### config.mk
export PLATFORM = sky130hd
export DESIGN_NAME = uart_word_serializer
export DESIGN_NICKNAME = d
export VERILOG_FILES = /design/src/rtl/uart_pkg.sv /design/src/rtl/sync_fifo.sv /design/src/rtl/uart_word_serializer.sv
export SDC_FILE = /design/constraint.sdc
export NUM_CORES = 1
export LEC_CHECK = 0
export BUFFER_PORTS_ARGS = -buffer_cell sky130_fd_sc_hd__buf_2
export CAP_MARGIN = 20
export CELL_PAD_IN_SITES_DETAIL_PLACEMENT = 2
export CELL_PAD_IN_SITES_GLOBAL_PLACEMENT = 2
export CORE_MARGIN = 1.5
export CORE_UTILIZATION = 48
export CTS_CLUSTER_SIZE = 10
export DETAILED_ROUTE_END_ITERATION = 10
export GPL_TIMING_DRIVEN = 1
export PLACE_DENSITY_LB_ADDON = 0.12
export RECOVER_POWER = 25
export SKIP_CTS_REPAIR_TIMING = 1
export SLEW_MARGIN = 20
export SYNTH_ARGS = -nofsm -noshare
export SYNTH_HDL_FRONTEND = slang
export SYNTH_SLANG_ARGS = --single-unit
### constraint.sdc
create_clock -name clk_i -period 4.65 [get_ports clk_i]
set_input_delay 0.6975 -clock clk_i [delete_from_list [all_inputs] [get_ports clk_i]]
set_output_delay 0.6975 -clock clk_i [all_outputs]
set_load 0.01 [all_outputs]
### src/rtl/uart_pkg.sv
// Shared constants and FSM encoding for the UART word serializer.
// The HDR state exists only when UART_FRAME_HDR_EN is defined.
package uart_pkg;

  localparam int BYTE_W = 8;
  localparam logic [BYTE_W-1:0] SYNC_BYTE_DEF = 8'hA5;

  typedef enum logic [2:0] {
    ST_IDLE      = 3'd0,
    ST_LOAD      = 3'd1,
    ST_SEND      = 3'd2,
    ST_WAIT_ACK  = 3'd3,
    ST_WAIT_DONE = 3'd4
`ifdef UART_FRAME_HDR_EN
    , ST_HDR     = 3'd5
`endif
  } state_e;

endpackage

### src/rtl/sync_fifo.sv
// Single-clock word FIFO with registered full, empty and level flags.
// DEPTH must be a power of two so the pointers wrap naturally.
module sync_fifo #(
  parameter int WIDTH = 16,
  parameter int DEPTH = 8
) (
  input  logic                     clk_i,
  input  logic                     rst_i,
  input  logic                     wr_en_i,
  input  logic [WIDTH-1:0]         wr_data_i,
  input  logic                     rd_en_i,
  output logic [WIDTH-1:0]         rd_data_o,
  output logic                     full_o,
  output logic                     empty_o,
  output logic [$clog2(DEPTH):0]   level_o
);

  localparam int AW = $clog2(DEPTH);
  localparam logic [AW:0] DEPTH_L = (AW+1)'(DEPTH);

  logic [WIDTH-1:0] mem_q [DEPTH];
  logic [AW-1:0]    wr_ptr_q, rd_ptr_q;
  logic [AW:0]      level_q, level_d;
  logic             full_q, empty_q;
  logic             do_wr, do_rd;

  assign do_wr = wr_en_i && !full_q;
  assign do_rd = rd_en_i && !empty_q;

  always_comb begin
    level_d = level_q;
    case ({do_wr, do_rd})
      2'b10:   level_d = level_q + 1'b1;
      2'b01:   level_d = level_q - 1'b1;
      default: level_d = level_q;
    endcase
  end

  always_ff @(posedge clk_i) begin
    if (do_wr) mem_q[wr_ptr_q] <= wr_data_i;
  end

  always_ff @(posedge clk_i) begin
    if (rst_i) begin
      wr_ptr_q <= '0;
      rd_ptr_q <= '0;
      level_q  <= '0;
      full_q   <= 1'b0;
      empty_q  <= 1'b1;
    end else begin
      if (do_wr) wr_ptr_q <= wr_ptr_q + 1'b1;
      if (do_rd) rd_ptr_q <= rd_ptr_q + 1'b1;
      level_q <= level_d;
      full_q  <= (level_d == DEPTH_L);
      empty_q <= (level_d == '0);
    end
  end

  assign rd_data_o = mem_q[rd_ptr_q];
  assign full_o    = full_q;
  assign empty_o   = empty_q;
  assign level_o   = level_q;

endmodule

### src/rtl/uart_word_serializer.sv
// Buffers multi-byte words and hands them LSB-first to a byte UART with a enable/busy handshake.
// Define UART_FRAME_HDR_EN to prefix every frame of FRAME_WORDS words with SYNC_BYTE.
module uart_word_serializer
  import uart_pkg::*;
#(
  parameter int              WORD_BYTES  = 2,
  parameter int              FIFO_DEPTH  = 8,
  parameter int              FRAME_WORDS = 64,
  parameter logic [BYTE_W-1:0] SYNC_BYTE = SYNC_BYTE_DEF
) (
  input  logic                          clk_i,
  input  logic                          rst_i,
  input  logic [BYTE_W*WORD_BYTES-1:0]  in_data_i,
  input  logic                          in_valid_i,
  output logic                          in_ready_o,
  output logic [BYTE_W-1:0]             tx_data_o,
  output logic                          tx_enable_o,
  input  logic                          tx_busy_i,
  output logic [$clog2(FIFO_DEPTH):0]   fifo_level_o,
  output logic                          frame_done_o
);

  localparam int WORD_W = BYTE_W * WORD_BYTES;
  localparam int BIDX_W = (WORD_BYTES > 1) ? $clog2(WORD_BYTES) : 1;
  localparam int WCNT_W = (FRAME_WORDS > 1) ? $clog2(FRAME_WORDS) : 1;
  localparam logic [BIDX_W-1:0] LAST_BYTE = BIDX_W'(WORD_BYTES - 1);
  localparam logic [WCNT_W-1:0] LAST_WORD = WCNT_W'(FRAME_WORDS - 1);

  state_e              state_q, state_d;
  logic [WORD_W-1:0]   shreg_q, shreg_d;
  logic [BIDX_W-1:0]   bidx_q, bidx_d;
  logic [WCNT_W-1:0]   wcnt_q, wcnt_d;
  logic [BYTE_W-1:0]   tx_data_q, tx_data_d;
  logic                tx_en_q, tx_en_d;
  logic                fdone_q, fdone_d;
`ifdef UART_FRAME_HDR_EN
  logic                hdr_q, hdr_d;
`endif

  logic                fifo_full, fifo_empty, fifo_pop;
  logic [WORD_W-1:0]   fifo_rd_data;

  assign in_ready_o = !fifo_full && !rst_i;

  sync_fifo #(
    .WIDTH (WORD_W),
    .DEPTH (FIFO_DEPTH)
  ) u_fifo (
    .clk_i     (clk_i),
    .rst_i     (rst_i),
    .wr_en_i   (in_valid_i && in_ready_o),
    .wr_data_i (in_data_i),
    .rd_en_i   (fifo_pop),
    .rd_data_o (fifo_rd_data),
    .full_o    (fifo_full),
    .empty_o   (fifo_empty),
    .level_o   (fifo_level_o)
  );

  always_comb begin
    state_d   = state_q;
    shreg_d   = shreg_q;
    bidx_d    = bidx_q;
    wcnt_d    = wcnt_q;
    tx_data_d = tx_data_q;
    tx_en_d   = tx_en_q;
    fdone_d   = 1'b0;
    fifo_pop  = 1'b0;
`ifdef UART_FRAME_HDR_EN
    hdr_d     = hdr_q;
`endif
    case (state_q)
      ST_IDLE: begin
        if (!fifo_empty) begin
`ifdef UART_FRAME_HDR_EN
          state_d = (wcnt_q == '0) ? ST_HDR : ST_LOAD;
`else
          state_d = ST_LOAD;
`endif
        end
      end
`ifdef UART_FRAME_HDR_EN
      ST_HDR: begin
        tx_data_d = SYNC_BYTE;
        tx_en_d   = 1'b1;
        hdr_d     = 1'b1;
        state_d   = ST_WAIT_ACK;
      end
`endif
      ST_LOAD: begin
        if (!fifo_empty) begin
          fifo_pop = 1'b1;
          shreg_d  = fifo_rd_data;
          bidx_d   = '0;
          state_d  = ST_SEND;
        end else begin
          state_d  = ST_IDLE;
        end
      end
      ST_SEND: begin
        tx_data_d = shreg_q[BYTE_W-1:0];
        tx_en_d   = 1'b1;
        state_d   = ST_WAIT_ACK;
      end
      // busy is a level: already high on arrival still counts as the acknowledge
      ST_WAIT_ACK: begin
        if (tx_busy_i) begin
          tx_en_d = 1'b0;
          state_d = ST_WAIT_DONE;
        end
      end
      ST_WAIT_DONE: begin
        if (!tx_busy_i) begin
`ifdef UART_FRAME_HDR_EN
          if (hdr_q) begin
            hdr_d   = 1'b0;
            state_d = ST_LOAD;
          end else
`endif
          if (bidx_q != LAST_BYTE) begin
            bidx_d  = bidx_q + 1'b1;
            shreg_d = shreg_q >> BYTE_W;
            state_d = ST_SEND;
          end else begin
            bidx_d = '0;
            if (wcnt_q == LAST_WORD) begin
              wcnt_d  = '0;
              fdone_d = 1'b1;
            end else begin
              wcnt_d  = wcnt_q + 1'b1;
            end
            if (fifo_empty) begin
              state_d = ST_IDLE;
            end
`ifdef UART_FRAME_HDR_EN
            else if (wcnt_q == LAST_WORD) begin
              state_d = ST_HDR;
            end
`endif
            else begin
              state_d = ST_LOAD;
            end
          end
        end
      end
      default: state_d = ST_IDLE;
    endcase
  end

  always_ff @(posedge clk_i) begin
    if (rst_i) begin
      state_q   <= ST_IDLE;
      shreg_q   <= '0;
      bidx_q    <= '0;
      wcnt_q    <= '0;
      tx_data_q <= '0;
      tx_en_q   <= 1'b0;
      fdone_q   <= 1'b0;
`ifdef UART_FRAME_HDR_EN
      hdr_q     <= 1'b0;
`endif
    end else begin
      state_q   <= state_d;
      shreg_q   <= shreg_d;
      bidx_q    <= bidx_d;
      wcnt_q    <= wcnt_d;
      tx_data_q <= tx_data_d;
      tx_en_q   <= tx_en_d;
      fdone_q   <= fdone_d;
`ifdef UART_FRAME_HDR_EN
      hdr_q     <= hdr_d;
`endif
    end
  end

  assign tx_data_o    = tx_data_q;
  assign tx_enable_o  = tx_en_q;
  assign frame_done_o = fdone_q;

endmodule

==> flow_summary.ini, run 1 <==
[status]
run_status = complete, no violations

[layout]
drive_above_1_share_pct = 23.2
final_util_pct = 55.4
layout_common_cells = edfxtp_1, nor2_1, dfxtp_1
fillCellCount = 1279
n_antenna_cell = 0
nets = 522
final_common_cell = edfxtp_1
finalInstanceArea_mm2 = 0.00799
seq_area_mm2 = 0.00487
syn_to_final_growth_pct = 13.8
multi_input_area_mm2 = 0.00203

[sta]
slew_viol_final = 0
whs_ps = 458
hold_viol_final = 0
tns_ps = 0
max_clock_freq_ghz = 0.320
skew_ps = 7.45
maxSlewHeadroom_pct = 36.7
tightest_slew_ps = 950
period_share_pct = 67.2
finalSetupViolCount = 0
rsz0062_at_grt = false
period_needed_ps = 3120
finalWorstSetupSlack_ps = 1530

[yosys]
async_flop_share_pct = 0
synthDominantCellAreaShare_pct = 54.7
ys_top_cells_by_area = edfxtp_1, dfxtp_1, mux4_2
yosysTopAreaCell = edfxtp_1
ys_seq_area_share_pct = 69.3
synth_seq_cells = 179
netlist_area_mm2 = 0.00702
synth_flop_cell = edfxtp_1
ys_types = 46
synth_nets = 480
synth_edf_count = 128
synth_area_per_cell_um2 = 15.4
yosysWarningCount = 0
synth_cells = 455

[drt]
ant_nets = 0
routed_wirelength_mm = 16.8
post_drt_wl_per_cell_um = 24.3
vias = 3997
drc = 0
viasPerCell = 5.77
first_pass_iters = 4
drt_first_iter_violations = 247

[setup_path]
cp-end-kind = flop
reg2reg_depth = 10
crit_fanout = 53
cp_common_cell = a21oi_1
critPathMaxStageDelay_ps = 720
cp.required_ps = 4980
path_delay_family = simple AND/OR/NAND/NOR gates
r2r_slack_ps = 1730
path_cells = buf_2 -> nor3b_1 -> inv_1 -> nand2_1 -> xnor2_1 -> ha_1 -> a21oi_1 -> a211oi_1 -> a21oi_1 -> xor2_1 -> nor4bb_2
path_buf_inv = 2
slowest_stage = nor3b_1
r2r-start = state_q[0]
cp_data_arrival_time_ps = 3460
cp.depth = 11
r2r_end = u_fifo.full_o
critPathLaunchType = input pin
path_class = in2reg

[power_and_ir_drop]
p_sw_w = 0.000736
p_comb_share_pct = 3.7
vdd_drop_max_mv = 0.380
switching_share_pct = 22.2
power.leakage_nw = 2.63
p_per_area_mw_per_mm2 = 416
clock_power_share_pct = 43.5
p_seq_share_pct = 52.7
power.internal_w = 0.00258

[placed_design]
portBuffers = 34
place_area_mm2 = 0.00740
gp_congestion = 0.732
place_ws_ps = 1030
dp.final_hpwl_mm = 10.4

[global_route]
antenna_found_initial = 0
grt_overflow = 0
grt_max_degree = 54
grt_pass1_vias = 4305
grt_pass1_wl_mm = 25.5
grt_usage_pct = 23.8

[clock_tree]
cts_max_path_buffers = 2
cts_buffers = 17
cts_tree = yes
ctsHtreeMaxLevel = 4
cts_root_buf = clkbuf_16
cts.clk_slew.worst_paths_ps = 70
clk_latency_ps = 430
cts.sink_count = 179

[hold_path]
holdPathEnd = shreg_q[5]
min-delay-start = shreg_q[5]
hold_path.class = reg2reg
min_delay_path_depth = 2

[floorplan]
dieArea_mm2 = 0.0154
initial_core_util_pct = 48.7
rows = 44
die-height_um = 124
fp.coreArea_mm2 = 0.0144
num_io_pins = 35
die_w_um = 124

[run]
maxCapViolCount = 0
==> synth_stat cells (all sizes together), types with 2 or more instances <==
master and count:
or3 3, a21oi 21, a211oi 5, a221oi 3, mux2 16, nor2b 4, o211ai 4, nor4 2
mux2i 23, xnor2 4, edfxtp 128, buf 12, nand3 3, nor3b 5, clkbuf 11, xor2 6
dfxtp 51, nand2b 9, nor2 60, o22ai 9, nand2 17, nor3 14, ha 5, mux4 24
==> worst min-delay path: stages (launching register included) <==
cell     delay [ps]
dfxtp_1         310
nand2_1          50
a21oi_1          50
==> power groups by stage <==
stage / logic, W / clock network (W) / registers (W)
CTS: 0.000127 / 0.00147 / 0.00175
floorplan: 0.0000823 / 0 / 0.00177
finish: 0.000124 / 0.00145 / 0.00175
detailed placement: 0.000124 / 0 / 0.00179
global placement: 0.000114 / 0 / 0.00178
global route: 0.000136 / 0.00152 / 0.00175
==> stage by stage <==
stage | total power (W) | instances
after CTS | 0.00335 | 692
after global routing | 0.00341 | 693
final | 0.00332 | 693
after floorplan | 0.00186 | 455
after detailed placement | 0.00191 | 661
after global placement | 0.00190 | 661
==> sequential cells by signal, summed over array words and instances (netlist names), named ones only <==
| signal | flops |
|---|---|
| wcnt_q | 6 |
| bidx_q | 1 |
| u_fifo.level_o | 4 |
| u_fifo.wr_ptr_q | 3 |
| u_fifo.rd_ptr_q | 3 |
| tx_enable_o | 1 |
| u_fifo.full_o | 1 |
| state_q | 3 |
| tx_data_o | 8 |
| u_fifo.empty_o | 1 |
| shreg_q | 16 |
| frame_done_o | 1 |
| u_fifo.mem_q | 128 |
==> layer usage <==
layer / vias up / track usage (%) / share of wire [%]
li1: 1811 / - / -
met1: 2052 / 29.6 / 42
met4: 0 / 9.80 / 2.4
met3: 30 / 5.13 / 3.2
met5: - / 0 / 0
met2: 104 / 40.6 / 52
==> area by class of cell <==
cell class	count	area share [%]
sequential	179	61.0
multi-input combinational	251	25.5
clock buffer	17	5.32
inverter	2	0.251
tap	184	2.88
clock inverter	14	2.05
timing repair buffer	46	3.09
==> kinds of logic (layout without fill, tap and decap cells) <==
family                     after synthesis  in the layout  synth area share, %
xor gates and xnor gates                10             10                 1.25
DFF                                    179            179                 69.3
AOI/OAI and AO/OA                       47             47                 4.21
buffers and inverters                   25             79                 1.92
adders and majority gates                5              5                0.891
and+or+nand+nor                        126            126                 8.89
muxes                                   63             63                 13.5
==> worst max-delay path by stage <==
stage	from	end	slack (ps)
3_3_place_gp	rst_i	u_fifo.full_o	1390
4_1_cts	rst_i	u_fifo.full_o	1520
2_1_floorplan	rst_i	u_fifo.mem_q[0][0]	1620
3_5_place_dp	rst_i	u_fifo.full_o	1030
6_report	rst_i	u_fifo.full_o	1530
5_1_grt	rst_i	u_fifo.full_o	1260
Note: power is estimated with default switching activity, not from simulation.
==> run 2, diff against run 1 <==
--- a/config.mk
+++ b/config.mk
@@ -10,7 +10,7 @@
 export CELL_PAD_IN_SITES_DETAIL_PLACEMENT = 2
 export CELL_PAD_IN_SITES_GLOBAL_PLACEMENT = 2
 export CORE_MARGIN = 1.5
-export CORE_UTILIZATION = 48
+export CORE_UTILIZATION = 40
 export CTS_CLUSTER_SIZE = 10
 export DETAILED_ROUTE_END_ITERATION = 10
 export GPL_TIMING_DRIVEN = 1
==> constraint.sdc (replaced) <==
create_clock -name clk_i -period 2.6 [get_ports clk_i]
set_input_delay 0.39 -clock clk_i [delete_from_list [all_inputs] [get_ports clk_i]]
set_output_delay 0.39 -clock clk_i [all_outputs]
set_load 0.01 [all_outputs]
==> run 2 against run 1 <==
  * Clock-buffer cell count unchanged
  * First-iteration DRC count down 35%
  * Worst hold slack worse by 190 ps
  * Via count down 2.5%
  * Power up 79%
  * Critical path depth down 1
  * Flip-flop and latch count unchanged
  * Die area up 19%
  * Cell count up 7.1%
  * Sequential power up 78%
  * Largest cell class unchanged
  * Largest power group unchanged
==> flow_summary.ini, run 2 (same netlist as run 1, synthesis figures left out) <==
[placed_design]
gp_congestion = 0.717
portBuffers = 34
dp.final_hpwl_mm = 9.94
place_ws_ps = 94.8

[floorplan]
die-height_um = 135
die_w_um = 135
fp.coreArea_mm2 = 0.0172
initial_core_util_pct = 40.7
dieArea_mm2 = 0.0184
rows = 48
num_io_pins = 35

[power_and_ir_drop]
vdd_drop_max_mv = 0.666
power.leakage_nw = 2.66
p_per_area_mw_per_mm2 = 732

[layout]
largest_reg_flops = 128
top_register = u_fifo.mem_q
layout_common_cells = edfxtp_1, nor2_1, dfxtp_1
final_util_pct = 47.1
nets = 529
n_antenna_cell = 0
drive_above_1_share_pct = 24.0
syn_to_final_growth_pct = 15.7
final_common_cell = edfxtp_1

[setup_path]
critPathLaunchType = flop
cp_data_arrival_time_ps = 2760
r2r-start = state_q[2]
cp.required_ps = 2940
crit_fanout = 7
setup.worst_path.start = state_q[2]
cp-end-kind = flop
path_class = reg2reg

[drt]
vias = 3896
ant_nets = 0
drt_first_iter_violations = 161
post_drt_wl_per_cell_um = 21.2
first_pass_iters = 4
routed_wirelength_mm = 15.7
viasPerCell = 5.25
drc = 0

[clock_tree]
cts.clk_slew.worst_paths_ps = 70
cts_root_buf = clkbuf_16
cts_max_path_buffers = 2
clk_latency_ps = 430
cts_buffers = 17
cts_tree = yes
cts.sink_count = 179
ctsHtreeMaxLevel = 4

[sta]
maxSlewHeadroom_pct = 38.0
skew_ps = 10.8
max_clock_freq_ghz = 0.413
tns_ps = 0
finalWorstSetupSlack_ps = 177
period_needed_ps = 2420
tightest_slew_ps = 926
finalSetupViolCount = 0
period_share_pct = 93.2
slew_viol_final = 0
hold_viol_final = 0

[global_route]
grt_overflow = 0
antenna_found_initial = 0
grt_pass1_vias = 4365
grt_max_degree = 53
grt_usage_pct = 18.9
grt_pass1_wl_mm = 25.0

[hold_path]
hold_path.class = in2reg
min-delay-start = in_data_i[10]

[status]
run_status = complete, no violations

[run]
maxCapViolCount = 0
==> run 2: critical path, cell delays in order, from the launching register on <==
cell and delay (ps):
dfxtp_1 360, or4b_4 600, clkinv_8 80, nand2_1 100, xnor2_1 150, ha_1 190, a21oi_2 50, nor2b_1 140
a21oi_1 180, xor2_1 230, nor4bb_2 240
==> run 2: path summary, 6_finish.rpt <==
| check | to | slack [ps] | depth (start not counted) |
|---|---|---|---|
| worst min-delay path | u_fifo.mem_q[5][10] | 260 | 1 |
| worst max register to register | u_fifo.full_o | 180 | 10 |
| worst min register to register | shreg_q[5] | 480 | 2 |
| worst max-delay path | u_fifo.full_o | 180 | 10 |
==> run 2: cell type report <==
| type | count | area (um^2) |
|---|---|---|
| well taps | 225 | 282 |
| fillers | 1623 | 9110 |
| repair buffers | 53 | 320 |
| clock inverters | 15 | 164 |
| inverters | 2 | 20.0 |
| multi-input cells | 251 | 2040 |
| clock buffers | 17 | 425 |
| flip-flops and latches | 179 | 4870 |
==> run 2: per-stage QoR <==
step	cell area, um^2	hold WS [ps]	power (W)	cells
after global placement	7540	460	0.00341	710
after CTS	8130	207	0.00602	742
after floorplan	7030	436	0.00332	455
after detailed placement	7540	476	0.00343	710
after global routing	8120	260	0.00613	742
final	8120	264	0.00594	742
==> run 2: power breakdown <==
group	total, W	internal (W)	switching, W
clock	0.00259	0.00137	0.00121
sequential	0.00312	0.00309	0.0000273
combinational	0.000236	0.0000935	0.000142
total	0.00594	0.00456	0.00138
==> run 2: routing by layer <==
layer	global-route usage [%]	wire, um	vias up
met4	4.60	144	0
li1	-	-	1827
met2	32.5	8140	48
met5	0	0	-
met3	5.42	483	11
met1	23.6	6980	2010
